### config.mk
export PLATFORM = sky130hd
export DESIGN_NAME = joypad_i2c_target
export DESIGN_NICKNAME = d
export VERILOG_FILES = /design/src/rtl/joypad_i2c_pkg.sv /design/src/rtl/i2c_line_filter.sv /design/src/rtl/joypad_i2c_target.sv
export SDC_FILE = /design/constraint.sdc
export NUM_CORES = 1
export LEC_CHECK = 0
export ABC_CLOCK_PERIOD_IN_PS = 2500
export BUFFER_PORTS_ARGS = -buffer_cell sky130_fd_sc_hd__buf_2
export CAP_MARGIN = 20
export CORE_MARGIN = 2
export CORE_UTILIZATION = 63
export CTS_BUF_LIST = sky130_fd_sc_hd__clkbuf_8
export CTS_CLUSTER_SIZE = 40
export DETAILED_ROUTE_END_ITERATION = 10
export PLACE_DENSITY_LB_ADDON = 0.05
export SYNTH_ARGS = -nofsm -noshare
export SYNTH_HDL_FRONTEND = slang
export SYNTH_SLANG_ARGS = --single-unit
export TNS_END_PERCENT = 20
### constraint.sdc
create_clock -name clk -period 2.5 [get_ports clk]
set_input_delay 0 -clock clk [delete_from_list [all_inputs] [get_ports clk]]
set_output_delay 0 -clock clk [all_outputs]
set_load 0.05 [all_outputs]
### src/rtl/joypad_i2c_pkg.sv
// rtl/joypad_i2c_pkg.sv - shared types, constants and helpers for the joypad I2C target
package joypad_i2c_pkg;

  typedef enum logic [2:0] {
    ST_IDLE,
    ST_ADDR,
    ST_ADDR_ACK,
    ST_WR_BYTE,
    ST_WR_ACK,
    ST_RD_BYTE,
    ST_RD_ACK
  } i2c_state_t;

  localparam logic [7:0] REG_BTN_LO = 8'd0;
  localparam logic [7:0] REG_BTN_HI = 8'd1;
  localparam logic [7:0] REG_ID     = 8'd2;
  localparam logic [7:0] NUM_REGS   = 8'd3;

  localparam logic SDA_ACK  = 1'b0;
  localparam logic SDA_NACK = 1'b1;

  // Two-out-of-three vote used to reject single-sample glitches.
  function automatic logic majority3(input logic [2:0] v);
    return (v[0] & v[1]) | (v[0] & v[2]) | (v[1] & v[2]);
  endfunction

  // Pointer step after an acked read: walk the real registers and wrap,
  // leave out-of-range pointers parked where they are.
  function automatic logic [7:0] ptr_advance(input logic [7:0] ptr);
    if (ptr == NUM_REGS - 8'd1) return REG_BTN_LO;
    else if (ptr < NUM_REGS)    return ptr + 8'd1;
    else                        return ptr;
  endfunction

  // Register file view: button snapshot, fixed ID, everything else reads as all ones.
  function automatic logic [7:0] reg_read(input logic [7:0]  ptr,
                                          input logic [15:0] snap,
                                          input logic [7:0]  dev_id);
    case (ptr)
      REG_BTN_LO: return snap[7:0];
      REG_BTN_HI: return snap[15:8];
      REG_ID:     return dev_id;
      default:    return 8'hFF;
    endcase
  endfunction

endpackage

### src/rtl/i2c_line_filter.sv
// rtl/i2c_line_filter.sv - SCL/SDA synchronizer, majority filter and bus-condition detector
module i2c_line_filter
  import joypad_i2c_pkg::*;
(
  input  logic clk,
  input  logic rst_n,
  input  logic scl_in,
  input  logic sda_in,
  output logic scl,
  output logic sda,
  output logic scl_rise,
  output logic scl_fall,
  output logic start_det,
  output logic stop_det
);

  logic [1:0] scl_sync;
  logic [1:0] sda_sync;
  logic [2:0] scl_hist;
  logic [2:0] sda_hist;
  logic       scl_q;
  logic       sda_q;

  // Synchronize, keep three samples, vote, and remember the previous filtered level.
  always_ff @(posedge clk) begin
    if (!rst_n) begin
      scl_sync <= 2'b11;
      sda_sync <= 2'b11;
      scl_hist <= 3'b111;
      sda_hist <= 3'b111;
      scl      <= 1'b1;
      sda      <= 1'b1;
      scl_q    <= 1'b1;
      sda_q    <= 1'b1;
    end else begin
      scl_sync <= {scl_sync[0], scl_in};
      sda_sync <= {sda_sync[0], sda_in};
      scl_hist <= {scl_hist[1:0], scl_sync[1]};
      sda_hist <= {sda_hist[1:0], sda_sync[1]};
      scl      <= majority3(scl_hist);
      sda      <= majority3(sda_hist);
      scl_q    <= scl;
      sda_q    <= sda;
    end
  end

  // START/STOP need SCL high on both samples so an SCL edge is never mistaken for one.
  assign scl_rise  = scl & ~scl_q;
  assign scl_fall  = ~scl & scl_q;
  assign start_det = scl & scl_q & sda_q & ~sda;
  assign stop_det  = scl & scl_q & ~sda_q & sda;

endmodule

### src/rtl/joypad_i2c_target.sv
// rtl/joypad_i2c_target.sv - I2C target serving a button snapshot and device ID
module joypad_i2c_target
  import joypad_i2c_pkg::*;
#(
  parameter logic [6:0]  TARGET_ADDR = 7'h52,
  parameter logic [7:0]  DEVICE_ID   = 8'hA5,
  parameter int unsigned SDA_HOLD    = 4
) (
  input  logic        clk,
  input  logic        rst_n,
  input  logic        scl_in,
  input  logic        sda_in,
  output logic        sda_out,
  input  logic [15:0] buttons,
  output logic        busy,
  output logic        rd_strobe
);

  localparam logic [3:0] HOLD_LOAD = 4'(SDA_HOLD);

  logic scl_f, sda_f, scl_rise, scl_fall, start_det, stop_det;

  i2c_line_filter u_filter (
    .clk       (clk),
    .rst_n     (rst_n),
    .scl_in    (scl_in),
    .sda_in    (sda_in),
    .scl       (scl_f),
    .sda       (sda_f),
    .scl_rise  (scl_rise),
    .scl_fall  (scl_fall),
    .start_det (start_det),
    .stop_det  (stop_det)
  );

  i2c_state_t  state, state_n;
  logic [3:0]  bit_cnt, bit_cnt_n;
  logic [6:0]  rx_bits, rx_bits_n;
  logic [7:0]  tx_byte, tx_byte_n;
  logic [7:0]  ptr, ptr_n;
  logic [15:0] snap, snap_n;
  logic        busy_n, rd_strobe_n, sda_out_n;
  logic        rw, rw_n;
  logic        wr_first, wr_first_n;
  logic        sda_pend, sda_pend_n;
  logic [3:0]  hold_cnt, hold_cnt_n;
  logic [7:0]  rx_byte;

  // State and datapath registers; reset releases SDA on the next edge.
  always_ff @(posedge clk) begin
    if (!rst_n) begin
      state     <= ST_IDLE;
      bit_cnt   <= 4'd0;
      rx_bits   <= 7'd0;
      tx_byte   <= 8'hFF;
      ptr       <= 8'd0;
      snap      <= 16'd0;
      busy      <= 1'b0;
      rd_strobe <= 1'b0;
      sda_out   <= 1'b1;
      rw        <= 1'b0;
      wr_first  <= 1'b0;
      sda_pend  <= 1'b1;
      hold_cnt  <= 4'd0;
    end else begin
      state     <= state_n;
      bit_cnt   <= bit_cnt_n;
      rx_bits   <= rx_bits_n;
      tx_byte   <= tx_byte_n;
      ptr       <= ptr_n;
      snap      <= snap_n;
      busy      <= busy_n;
      rd_strobe <= rd_strobe_n;
      sda_out   <= sda_out_n;
      rw        <= rw_n;
      wr_first  <= wr_first_n;
      sda_pend  <= sda_pend_n;
      hold_cnt  <= hold_cnt_n;
    end
  end

  // Protocol sequencing: SCL edges advance the byte/ack phases; SDA changes are
  // queued on each SCL fall and applied once the hold counter expires.
  always_comb begin
    state_n     = state;
    bit_cnt_n   = bit_cnt;
    rx_bits_n   = rx_bits;
    tx_byte_n   = tx_byte;
    ptr_n       = ptr;
    snap_n      = snap;
    busy_n      = busy;
    rd_strobe_n = 1'b0;
    sda_out_n   = sda_out;
    rw_n        = rw;
    wr_first_n  = wr_first;
    sda_pend_n  = sda_pend;
    hold_cnt_n  = hold_cnt;
    rx_byte     = {rx_bits, sda_f};

    if (hold_cnt != 4'd0) begin
      hold_cnt_n = hold_cnt - 4'd1;
      if (hold_cnt == 4'd1 && !scl_f) sda_out_n = sda_pend;
    end

    case (state)
      ST_IDLE: begin
        bit_cnt_n = 4'd0;
      end

      ST_ADDR: begin
        if (scl_rise) begin
          rx_bits_n = rx_byte[6:0];
          bit_cnt_n = bit_cnt + 4'd1;
          if (bit_cnt == 4'd7) begin
            bit_cnt_n = 4'd0;
            if (rx_bits == TARGET_ADDR) begin
              state_n    = ST_ADDR_ACK;
              busy_n     = 1'b1;
              rw_n       = sda_f;
              wr_first_n = 1'b1;
            end else begin
              state_n = ST_IDLE;
            end
          end
        end
      end

      // The 8th fall pulls SDA for the ack; the 9th rise ends the ack phase and
      // the following 9th fall is handled by the byte state we move into.
      ST_ADDR_ACK, ST_WR_ACK: begin
        if (scl_fall) begin
          sda_pend_n = SDA_ACK;
          hold_cnt_n = HOLD_LOAD;
        end
        if (scl_rise) begin
          bit_cnt_n = 4'd0;
          if (state == ST_ADDR_ACK && rw) begin
            state_n   = ST_RD_BYTE;
            tx_byte_n = reg_read(ptr, snap, DEVICE_ID);
          end else begin
            state_n = ST_WR_BYTE;
          end
        end
      end

      ST_WR_BYTE: begin
        if (scl_fall) begin
          sda_pend_n = SDA_NACK;
          hold_cnt_n = HOLD_LOAD;
        end
        if (scl_rise) begin
          rx_bits_n = rx_byte[6:0];
          bit_cnt_n = bit_cnt + 4'd1;
          if (bit_cnt == 4'd7) begin
            bit_cnt_n = 4'd0;
            state_n   = ST_WR_ACK;
            if (wr_first) ptr_n = rx_byte;
            wr_first_n = 1'b0;
          end
        end
      end

      // Each fall presents the next bit; the fall after bit 0 releases SDA.
      ST_RD_BYTE: begin
        if (scl_fall) begin
          hold_cnt_n = HOLD_LOAD;
          if (bit_cnt < 4'd8) begin
            sda_pend_n = tx_byte[7];
            tx_byte_n  = {tx_byte[6:0], 1'b1};
            bit_cnt_n  = bit_cnt + 4'd1;
          end else begin
            sda_pend_n = SDA_NACK;
            bit_cnt_n  = 4'd0;
            state_n    = ST_RD_ACK;
          end
        end
      end

      ST_RD_ACK: begin
        if (scl_rise) begin
          rd_strobe_n = 1'b1;
          if (sda_f == SDA_ACK) begin
            ptr_n     = ptr_advance(ptr);
            tx_byte_n = reg_read(ptr_advance(ptr), snap, DEVICE_ID);
            bit_cnt_n = 4'd0;
            state_n   = ST_RD_BYTE;
          end else begin
            state_n = ST_IDLE;
          end
        end
      end

      default: state_n = ST_IDLE;
    endcase

    // Bus conditions override everything, including a queued SDA update.
    if (start_det) begin
      state_n    = ST_ADDR;
      bit_cnt_n  = 4'd0;
      busy_n     = 1'b0;
      snap_n     = buttons;
      wr_first_n = 1'b0;
      hold_cnt_n = 4'd0;
      sda_pend_n = 1'b1;
      sda_out_n  = 1'b1;
    end else if (stop_det) begin
      state_n    = ST_IDLE;
      bit_cnt_n  = 4'd0;
      busy_n     = 1'b0;
      wr_first_n = 1'b0;
      hold_cnt_n = 4'd0;
      sda_pend_n = 1'b1;
      sda_out_n  = 1'b1;
    end
  end

endmodule
---- Word level (Yosys, flattened, before mapping) ----
Cells that the tools add are included.
word-level totals
  register bits ........................... 70
  output and inout port bits .............. 3
  logic and storage cells ................. 170
  input port bits ......................... 20
operators by class
  reductions and logical operators ........ 27
  $add $sub $neg .......................... 3
  magnitude comparators ................... 2
  multiplexer cells ....................... 55
  bitwise logic cells ..................... 23
  equality and inequality tests ........... 38
operators with widths
  cell                   count
  $mux W8                14
  $pmux W8 S3            3
  $mux W4                10
  $ne A4 B4 Y1 const B   8
  $mux W3                10
  $ne A2 B2 Y1 const B   15
  $pmux W4 S5            1
  $pmux W3 S6            1
  $reduce_and A6 Y1      3
  $reduce_and A9 Y1      2
  $eq A8 B1 Y1 const B   2
  $eq A8 B2 Y1 const B   2
  $logic_not A8 Y1       2
  $pmux W8 S2            1
  $and A1 B1 Y1          13
  $mux W1                12
  $eq A3 B3 Y1 const B   3
  $add A8 B1 Y8 const B  1
  $lt A8 B2 Y1 const B   1
  $reduce_and A4 Y1      2
  $eq A7 B7 Y1 const B   1
  $reduce_and A7 Y1      1
  $eq A3 B2 Y1 const B   2
  $not A1 Y1             6
  other kinds (23)       32

---- Logic depth before layout (Yosys ltp) ----
Gate-level depths: netlist (run 1).
  depth after elaboration ................. 11
  mapped depth ............................ 9
  mapped depth without buffers ............ 7

---- Cells and area by module ----
Synthesis (run 1) repeated with hierarchy kept, for this count alone.
second synthesis, totals
  cells, all modules ...................... 398
  area, all modules ....................... 3519.6 µm²
by module, submodules not included
  module             instances  area an instance (µm²)  seq. area each (µm²)  cells each
  joypad_i2c_target  1          3070.4                  1121.1                360
  i2c_line_filter    1          449.2                   280.3                 38

---- Least setup slack after synthesis (run 1) ----
OpenSTA, ideal clock, no wires.
  path type ............................... register to register
  start point ............................. register ptr[0]
  end point ............................... register tx_byte[1]
  data required time ...................... 2.365 ns
  cell stages (with the launch flop) ...... 9
  slack ................................... 0.333 ns
  clock period less this slack ............ 2.167 ns
  setup time .............................. 0.135 ns
  data arrival time ....................... 2.032 ns
  buffers on the path ..................... 1
  cells stage by stage .................... dfxtp_1 -> buf_2 -> clkinv_1 -> ha_1 -> mux2i_1 -> or2_2 -> a211o_1 -> o211ai_1 -> a41oi_1
on the way
  cells in the longest elaborated chain, start to end .. 11
  elaborated cells on any way between the ends .. 20
  those cells by class .................... 1 x add/sub; 1 x order compare; 4 x eq/ne; 12 x mux; 2 x reduce/logical
ends and longest elaborated chain
  what                                           line                      text
  from (decl)                                    joypad_i2c_target.sv:40   logic [7:0] ptr, ptr_n;
  from (signal assigned)                         joypad_i2c_target.sv:70   ptr <= ptr_n;
  $add A8 B1 Y8 or $lt A8 B2 Y1 (tied branches)  joypad_i2c_pkg.sv:31      else if (ptr < NUM_REGS) return ptr + 8'd1;
  $mux W8 (4 in a row)                           -
  $mux W8                                        joypad_i2c_target.sv:105  case (state)
  $eq A8 B2 Y1 (tied with other cells)           joypad_i2c_pkg.sv:39      case (ptr)
  $pmux W8 S3                                    joypad_i2c_pkg.sv:39
  $mux W8                                        joypad_i2c_target.sv:182  if (sda_f == SDA_ACK) begin
  $mux W8                                        joypad_i2c_target.sv:180  if (scl_rise) begin
  $pmux W8 S3 *                                  joypad_i2c_target.sv:105
  to (signal assigned)                           joypad_i2c_target.sv:69   tx_byte <= tx_byte_n;
  to (decl)                                      joypad_i2c_target.sv:39   logic [7:0] tx_byte, tx_byte_n;
Mark *: on every way between the ends. The rest lies on a longest branch, timed or not. The select of a mux whose other input is x is not followed.
A chain may end at the register's enable or synchronous reset.

---- Worst setup path in the final report (run 1) ----
  start point ............................. register ptr[0]
  end point ............................... register tx_byte[7]
Same word-level chain as after synthesis.

==> metrics.cfg, run 1 <==
[status]
outcome = finished, final reports clean

[placed_design]
place_hpwl_um = 5890
dpl-instance-area_sq_um = 3740
io_buffers = 22
dp_slack_ns = 0.389
gp_congestion = 0.969

[timing]
relSlewSlack_pct = 54.1
maxClockFrequency_mhz = 454
setup_tns_ns = 0
setup_viol = 0
min_period_ns = 2.20
clock_skew_ns = 0.00957
worstMarginPinSlew_ns = 0.683
finalCritPeriodShare_pct = 88.0
hold_viol_final = 0
slew_viol_final = 0
finalWorstSetupSlack_ns = 0.299
rsz0062_at_grt = false

[power_and_ir_drop]
sequentialPowerShare_pct = 51.3
p_leak_uw = 0.00157
internal-power_uw = 1720
p_sw_uw = 559
swShare_pct = 24.5
pwr_density_cell_nw_per_um2 = 555
pwr-share-clk_pct = 40.4
p_comb_share_pct = 8.3
ir_worst_vdd_mv = 0.413

[drt]
dr_total_vias = 3358
wire_per_inst_um = 16.1
drcViolationCount = 0
routed_via_density = 6.21
drt-initial-drc-count = 392
first_pass_iters = 5
routed_wl_um = 8720
ant_nets = 0

[yosys]
seq_area_frac_synth_pct = 39.4
synthTopCellsByArea = dfxtp_1 39%, nand2_1 5.7%, mux2i_1 5.6%
synth-seq-cells = 70
async_flop_share_pct = 0
syn_area_per_cell_sq_um = 8.34
synthCells = 427
synth_top_area_share_pct = 39.4
synth_top_area_cell = dfxtp_1
syn_nets = 455
ys_warn_count = 0
synth-edff-count = 0
syn-cell-area_sq_um = 3560
yosysUniqueCellTypes = 60
synthFlopType = dfxtp_1

[cells_and_area]
post-route-cell-area_sq_um = 4120
final_nets = 492
n_antenna_cell = 0
layout_commonest_cell = dfxtp_1
final_util_pct = 75.2
synthToLayoutAreaGrowth_pct = 15.6
fillerInstances = 392
final_cell_mix = 70 x dfxtp_1, 54 x nand2_1, 46 x nor2_1, 33 x a21oi_1, 22 x buf_2
drive_gt1_share_pct = 13.0

[clock_tree]
cts_buffer_depth = 2
cts_resized = 0
clock_sinks = 70
clock_latency_ns = 0.35
cts_setup_buffers = 0
clkTransAtPathRegs_ns = 0.08
cts_max_level = 3
cts_buffers = 9
cts_tree = yes
root_buffer = clkbuf_8
cts-hold-fix-buffers = 18

[worst_hold_path]
hp-start = rst_n
hp-class = primary input to flop

[floorplanning]
row_count = 27
io_pins = 23
dieArea_sq_um = 6270
dieWidth_um = 79.2
core-area_sq_um = 5470
die_y_um = 79.2
start_util_pct = 65.1

[worst_setup_path]
slowest_stage = ha_1
start_kind = flop
cp_max_fo = 15
timing.rr.start = ptr[0]$_SDFFE_PN0P_
worst_ep_required_time_ns = 2.73
max_stage_delay_ns = 0.40
crit_path_start = ptr[0]$_SDFFE_PN0P_
path_class = flop to flop
arrival_ns = 2.43
critPathCaptureType = flop
crit_chain = buf_4 -> ha_1 -> mux2i_1 -> or2_2 -> o2111ai_1 -> nor4_1 -> a21oi_1

[grt]
grt_pass1_wl_um = 14800
antenna_found_initial = 0
top_usage_layer = met2
grt_usage_pct = 30.0
use_met1_pct = 42.2
grt_util_met3_pct = 6.70
grt_pass1_vias = 3129
grt_use_met2_pct = 44.7
grt_max_degree = 25
grt_overflow = 0

[run]
drv_cap = 0

[metal layers]
layer  wire (um)  vias up
li1            -     1614
met1        4000     1557
met2        3880      168
met3         687       19
met4         158        0
met5           0        -
[final timing paths]
kind / cells past startpoint / slack, ns / end
setup / recovery: 7 / 0.30 / tx_byte[7]$_SDFFE_PN1P_
hold / removal: 2 / 0.03 / u_filter.scl_q$_SDFF_PN1_
setup reg to reg: 7 / 0.30 / tx_byte[7]$_SDFFE_PN1P_
hold reg to reg: 1 / 0.41 / u_filter.sda_sync[1]$_SDFF_PN1_
[worst max-delay path: cells and delay by family (launching register included)]
kind	cells	cell delay [ns]
AO/OA/AOI/OAI	2	0.35
flip-flops	1	0.34
adder cells (fa/ha/maj)	1	0.40
multiplexers	1	0.22
AND/OR/NAND/NOR	2	0.56
buffers and inverters	1	0.21
[layout make-up]
class,count,area [sq um],share of cell area [%]
clock buffer,10,138,3.34
sequential,70,1400,34.0
tap,72,90.1,2.19
timing repair buffer,51,373,9.06
clock inverter,6,62.6,1.52
inverter,11,41.3,1.00
multi-input combinational,321,2010,48.8
[per-stage QoR]
stage | instances | hold slack (ns) | total power (uW)
after floorplan | 427 | 0.101 | 1320
after global placement | 507 | 0.183 | 1360
after detailed placement | 507 | 0.186 | 1360
after CTS | 541 | 0.0255 | 2290
after global routing | 541 | 0.0506 | 2380
final | 541 | 0.0320 | 2280
[cells by family (layout without fill, tap and decap cells)]
logic type | Yosys count | in the layout | synth area share (%)
buffers and inverters | 36 | 78 | 4.36
xor gates and xnor gates | 4 | 4 | 0.984
muxes | 20 | 20 | 5.62
and+or+nand+nor | 181 | 181 | 25.8
AOI/OAI and AO/OA | 108 | 108 | 21.0
DFF | 70 | 70 | 39.4
adders and majority gates | 8 | 8 | 2.81
[power groups by stage]
| stage | Sequential [uW] | Combinational (uW) | Clock, uW |
|---|---|---|---|
| finish | 1170 | 191 | 922 |
| global route | 1180 | 223 | 980 |
| CTS | 1170 | 190 | 927 |
| detailed placement | 1200 | 166 | 0 |
| global placement | 1200 | 161 | 0 |
| floorplan | 1190 | 130 | 0 |
[synthesized netlist by cell type (4+ instances only)]
cell type and n:
a31oi_1 5, a21oi_1 33, or3_1 4, o21a_1 4, and3_1 4, a221oi_1 4
clkbuf_1 14, nor2_1 46, inv_1 10, o21ai_0 11, nand2_1 54, o32ai_1 5
nand2b_1 15, buf_2 7, nor2b_1 5, o22ai_1 5, dfxtp_1 70, o211ai_1 6
nor3_1 9, mux2i_1 20, nand3_1 9, a22oi_1 7, a32o_1 5, a211o_1 4
nor4_1 6, and2_1 8, ha_1 8
[sequential cells by signal, summed over array words and instances, names as in the netlist, 2 cells and up]
signal,count
u_filter.sda_hist,3
rx_bits,7
bit_cnt,4
hold_cnt,4
u_filter.scl_sync,2
u_filter.sda_sync,2
ptr,8
state,3
tx_byte,8
snap,16
u_filter.scl_hist,3
(Power assumes the default switching activity.)
==> inputs of run 2 (changes only) <==
- GPL_TIMING_DRIVEN: default -> 0
- PLACE_DENSITY: default -> 0.93
- PLACE_DENSITY_LB_ADDON: 0.05 -> default
==> run 2 against run 1 <==
Non-clock buffer count increased by 14. Sequential share of layout area decreased by 0.44 points. Register-to-register slack worse by 0.20 ns. Routed wire length increased by 16%. Clock-buffer cell count stayed put. Final area up 1.4%. Critical endpoint is now tx_byte[2]$_SDFFE_PN1P_.
==> metrics.cfg, run 2 (synthesized netlist as in run 1, its figures left out) <==
[clock_tree]
clock_sinks = 70  ; unchanged
root_buffer = clkbuf_8
cts_setup_buffers = 0  ; unchanged
cts_tree = yes
cts_buffer_depth = 2  ; unchanged
cts_buffers = 9  ; unchanged
cts_max_level = 3  ; unchanged
clkTransAtPathRegs_ns = 0.07  ; about the same
clock_latency_ns = 0.36  ; about the same

[worst_setup_path]
max_stage_delay_ns = 0.40  ; about the same
critPathCaptureType = flop
timing.critical_path.buf_inv = 2  ; +1
arrival_ns = 2.63  ; +0.20 ns
worst-r2r-setup-slack_ns = 0.10  ; -0.20 ns
cp_max_fo = 10  ; -5
path_class = flop to flop
crit_family = simple AND/OR/NAND/NOR gates
timing.rr.start = ptr[0]$_SDFFE_PN0P_
worst_ep_required_time_ns = 2.73  ; about the same
start_kind = flop
worstReg2RegEnd = tx_byte[2]$_SDFFE_PN1P_
slowest_stage = dfxtp_2
crit_chain = clkbuf_4 -> clkinv_2 -> ha_1 -> mux2i_1 -> or2_2 -> o2111ai_2 -> nor4_2 -> a21oi_1
worstRegToRegCells = 8  ; +1

[cells_and_area]
drive_gt1_share_pct = 13.5  ; +0.48 points
final_nets = 506  ; +2.8%
layout_commonest_cell = dfxtp_1
n_antenna_cell = 0  ; unchanged
largest_register = snap
final_cell_mix = 69 x dfxtp_1, 54 x nand2_1, 46 x nor2_1, 33 x a21oi_1, 28 x buf_2
largest_reg_flops = 16  ; unchanged
final_util_pct = 76.3  ; +1.1 points
post-route-cell-area_sq_um = 4170  ; +1.4%
synthToLayoutAreaGrowth_pct = 17.2
stdcell_count = 554  ; +2.4%
top_regs = snap (16), ptr (8), tx_byte (8)

[floorplanning]
dieWidth_um = 79.2  ; unchanged
dieArea_sq_um = 6270  ; unchanged
row_count = 27  ; unchanged
io_pins = 23  ; unchanged
start_util_pct = 65.1  ; unchanged
core-area_sq_um = 5470  ; unchanged
die_y_um = 79.2  ; unchanged

[power_and_ir_drop]
pwr_density_cell_nw_per_um2 = 554  ; -0.14%
power.total_uw = 2310  ; +1.3%
ir_worst_vdd_mv = 0.473  ; +15%
p_leak_uw = 0.00158  ; +0.35%

[grt]
top_usage_layer = met2
grt_util_met3_pct = 8.30  ; +1.6 points
antenna_found_initial = 0  ; unchanged
grt_overflow = 0  ; unchanged
grt_pass1_wl_um = 16300  ; +10%
grt_use_met2_pct = 55.3  ; +11 points
use_met1_pct = 40.9  ; -1.3 points
grt_usage_pct = 33.4  ; +3.4 points
grt_max_degree = 13  ; -48%
grt_pass1_vias = 3349  ; +7.0%

[drt]
dr_total_vias = 3674  ; +9.4%
drcViolationCount = 0  ; unchanged
wire_per_inst_um = 18.3  ; +14%
routed_wl_um = 10200  ; +16%
drt-initial-drc-count = 577  ; +47%
routed_via_density = 6.63  ; +6.8%
ant_nets = 0  ; unchanged
first_pass_iters = 8  ; +3

[timing]
setup_viol = 0  ; unchanged
worstMarginPinSlew_ns = 0.950  ; +0.267 ns
finalCritPeriodShare_pct = 95.9  ; +7.9 points
relSlewSlack_pct = 36.2  ; -18 points
rsz0062_at_grt = false
slew_viol_final = 0  ; unchanged
clock_skew_ns = 0.0182  ; +0.00862 ns
min_period_ns = 2.40  ; +0.197 ns
hold_viol_final = 0  ; unchanged
holdWs_ns = 0.175  ; +0.143 ns
maxClockFrequency_mhz = 417  ; -8.2%

[placed_design]
gp_congestion = 0.937  ; -3.4%
io_buffers = 22  ; unchanged
dp.cells = 521  ; +2.8%
dpl-instance-area_sq_um = 3760  ; +0.67%
place_hpwl_um = 6180  ; +5.0%

[worst_hold_path]
hp-class = primary input to flop
holdPathEnd = u_filter.sda_sync[0]$_SDFF_PN1_
hp-start = rst_n
hold_depth = 3  ; +1

[status]
outcome = finished, final reports clean

[run]
drv_cap = 0  ; unchanged

[run 2: what timing repair did]
action / CTS / global route
gates resized for setup: 4 / 4
endpoints found under the hold margin: 18 / 0
endpoints found under the setup margin: 8 / 8
hold buffers: 18 / 0
[run 2: stage by stage]
step	setup WS, ns	setup TNS, ns
after floorplan	0.333	0
after global placement	-0.0894	-0.154
after detailed placement	-0.118	-0.316
after CTS	0.00320	0
after global routing	0.0220	0
final	0.103	0
[run 2: tightest hold or removal path, delay by kind of cell]
family	cells	cell delay, ns
simple gates	1	0.12
buf+inv	2	0.38
[run 2: cell type report]
type                            count  area (sq um)
Multi-Input combinational cell    321          2040
Clock buffer                       10           138
Timing Repair Buffer               40           290
Tap cell                           72          90.1
Buffer                             25           116
Fill cell                         341          1300
Sequential cell                    70          1400
Inverter                           11          42.5
Clock inverter                      5          58.8
[run 2: power breakdown]
group          leakage (uW)  switching [uW]  internal (uW)
combinational      0.000916            99.9           97.2
sequential         0.000567            26.7           1140
clock             0.0000948             460            484
[run 2: per-layer routing]
layer / vias up / wire length (um)
li1: 1650 / -
met1: 1681 / 3830
met2: 277 / 4770
met3: 66 / 1040
met4: 0 / 520
met5: - / 0
[run 2: worst max path at each step]
stage	from	endpoint	slack (ns)	cells after the start
final	ptr[0]$_SDFFE_PN0P_	tx_byte[2]$_SDFFE_PN1P_	0.10	8
after global routing	ptr[0]$_SDFFE_PN0P_	ptr[0]$_SDFFE_PN0P_	0.02	8
after detailed placement	ptr[0]$_SDFFE_PN0P_	tx_byte[2]$_SDFFE_PN1P_	-0.12	8
after CTS	ptr[0]$_SDFFE_PN0P_	tx_byte[2]$_SDFFE_PN1P_	0.003	8
after floorplan	ptr[0]$_SDFFE_PN0P_	tx_byte[1]$_SDFFE_PN1P_	0.33	8
after global placement	ptr[0]$_SDFFE_PN0P_	tx_byte[2]$_SDFFE_PN1P_	-0.09	8
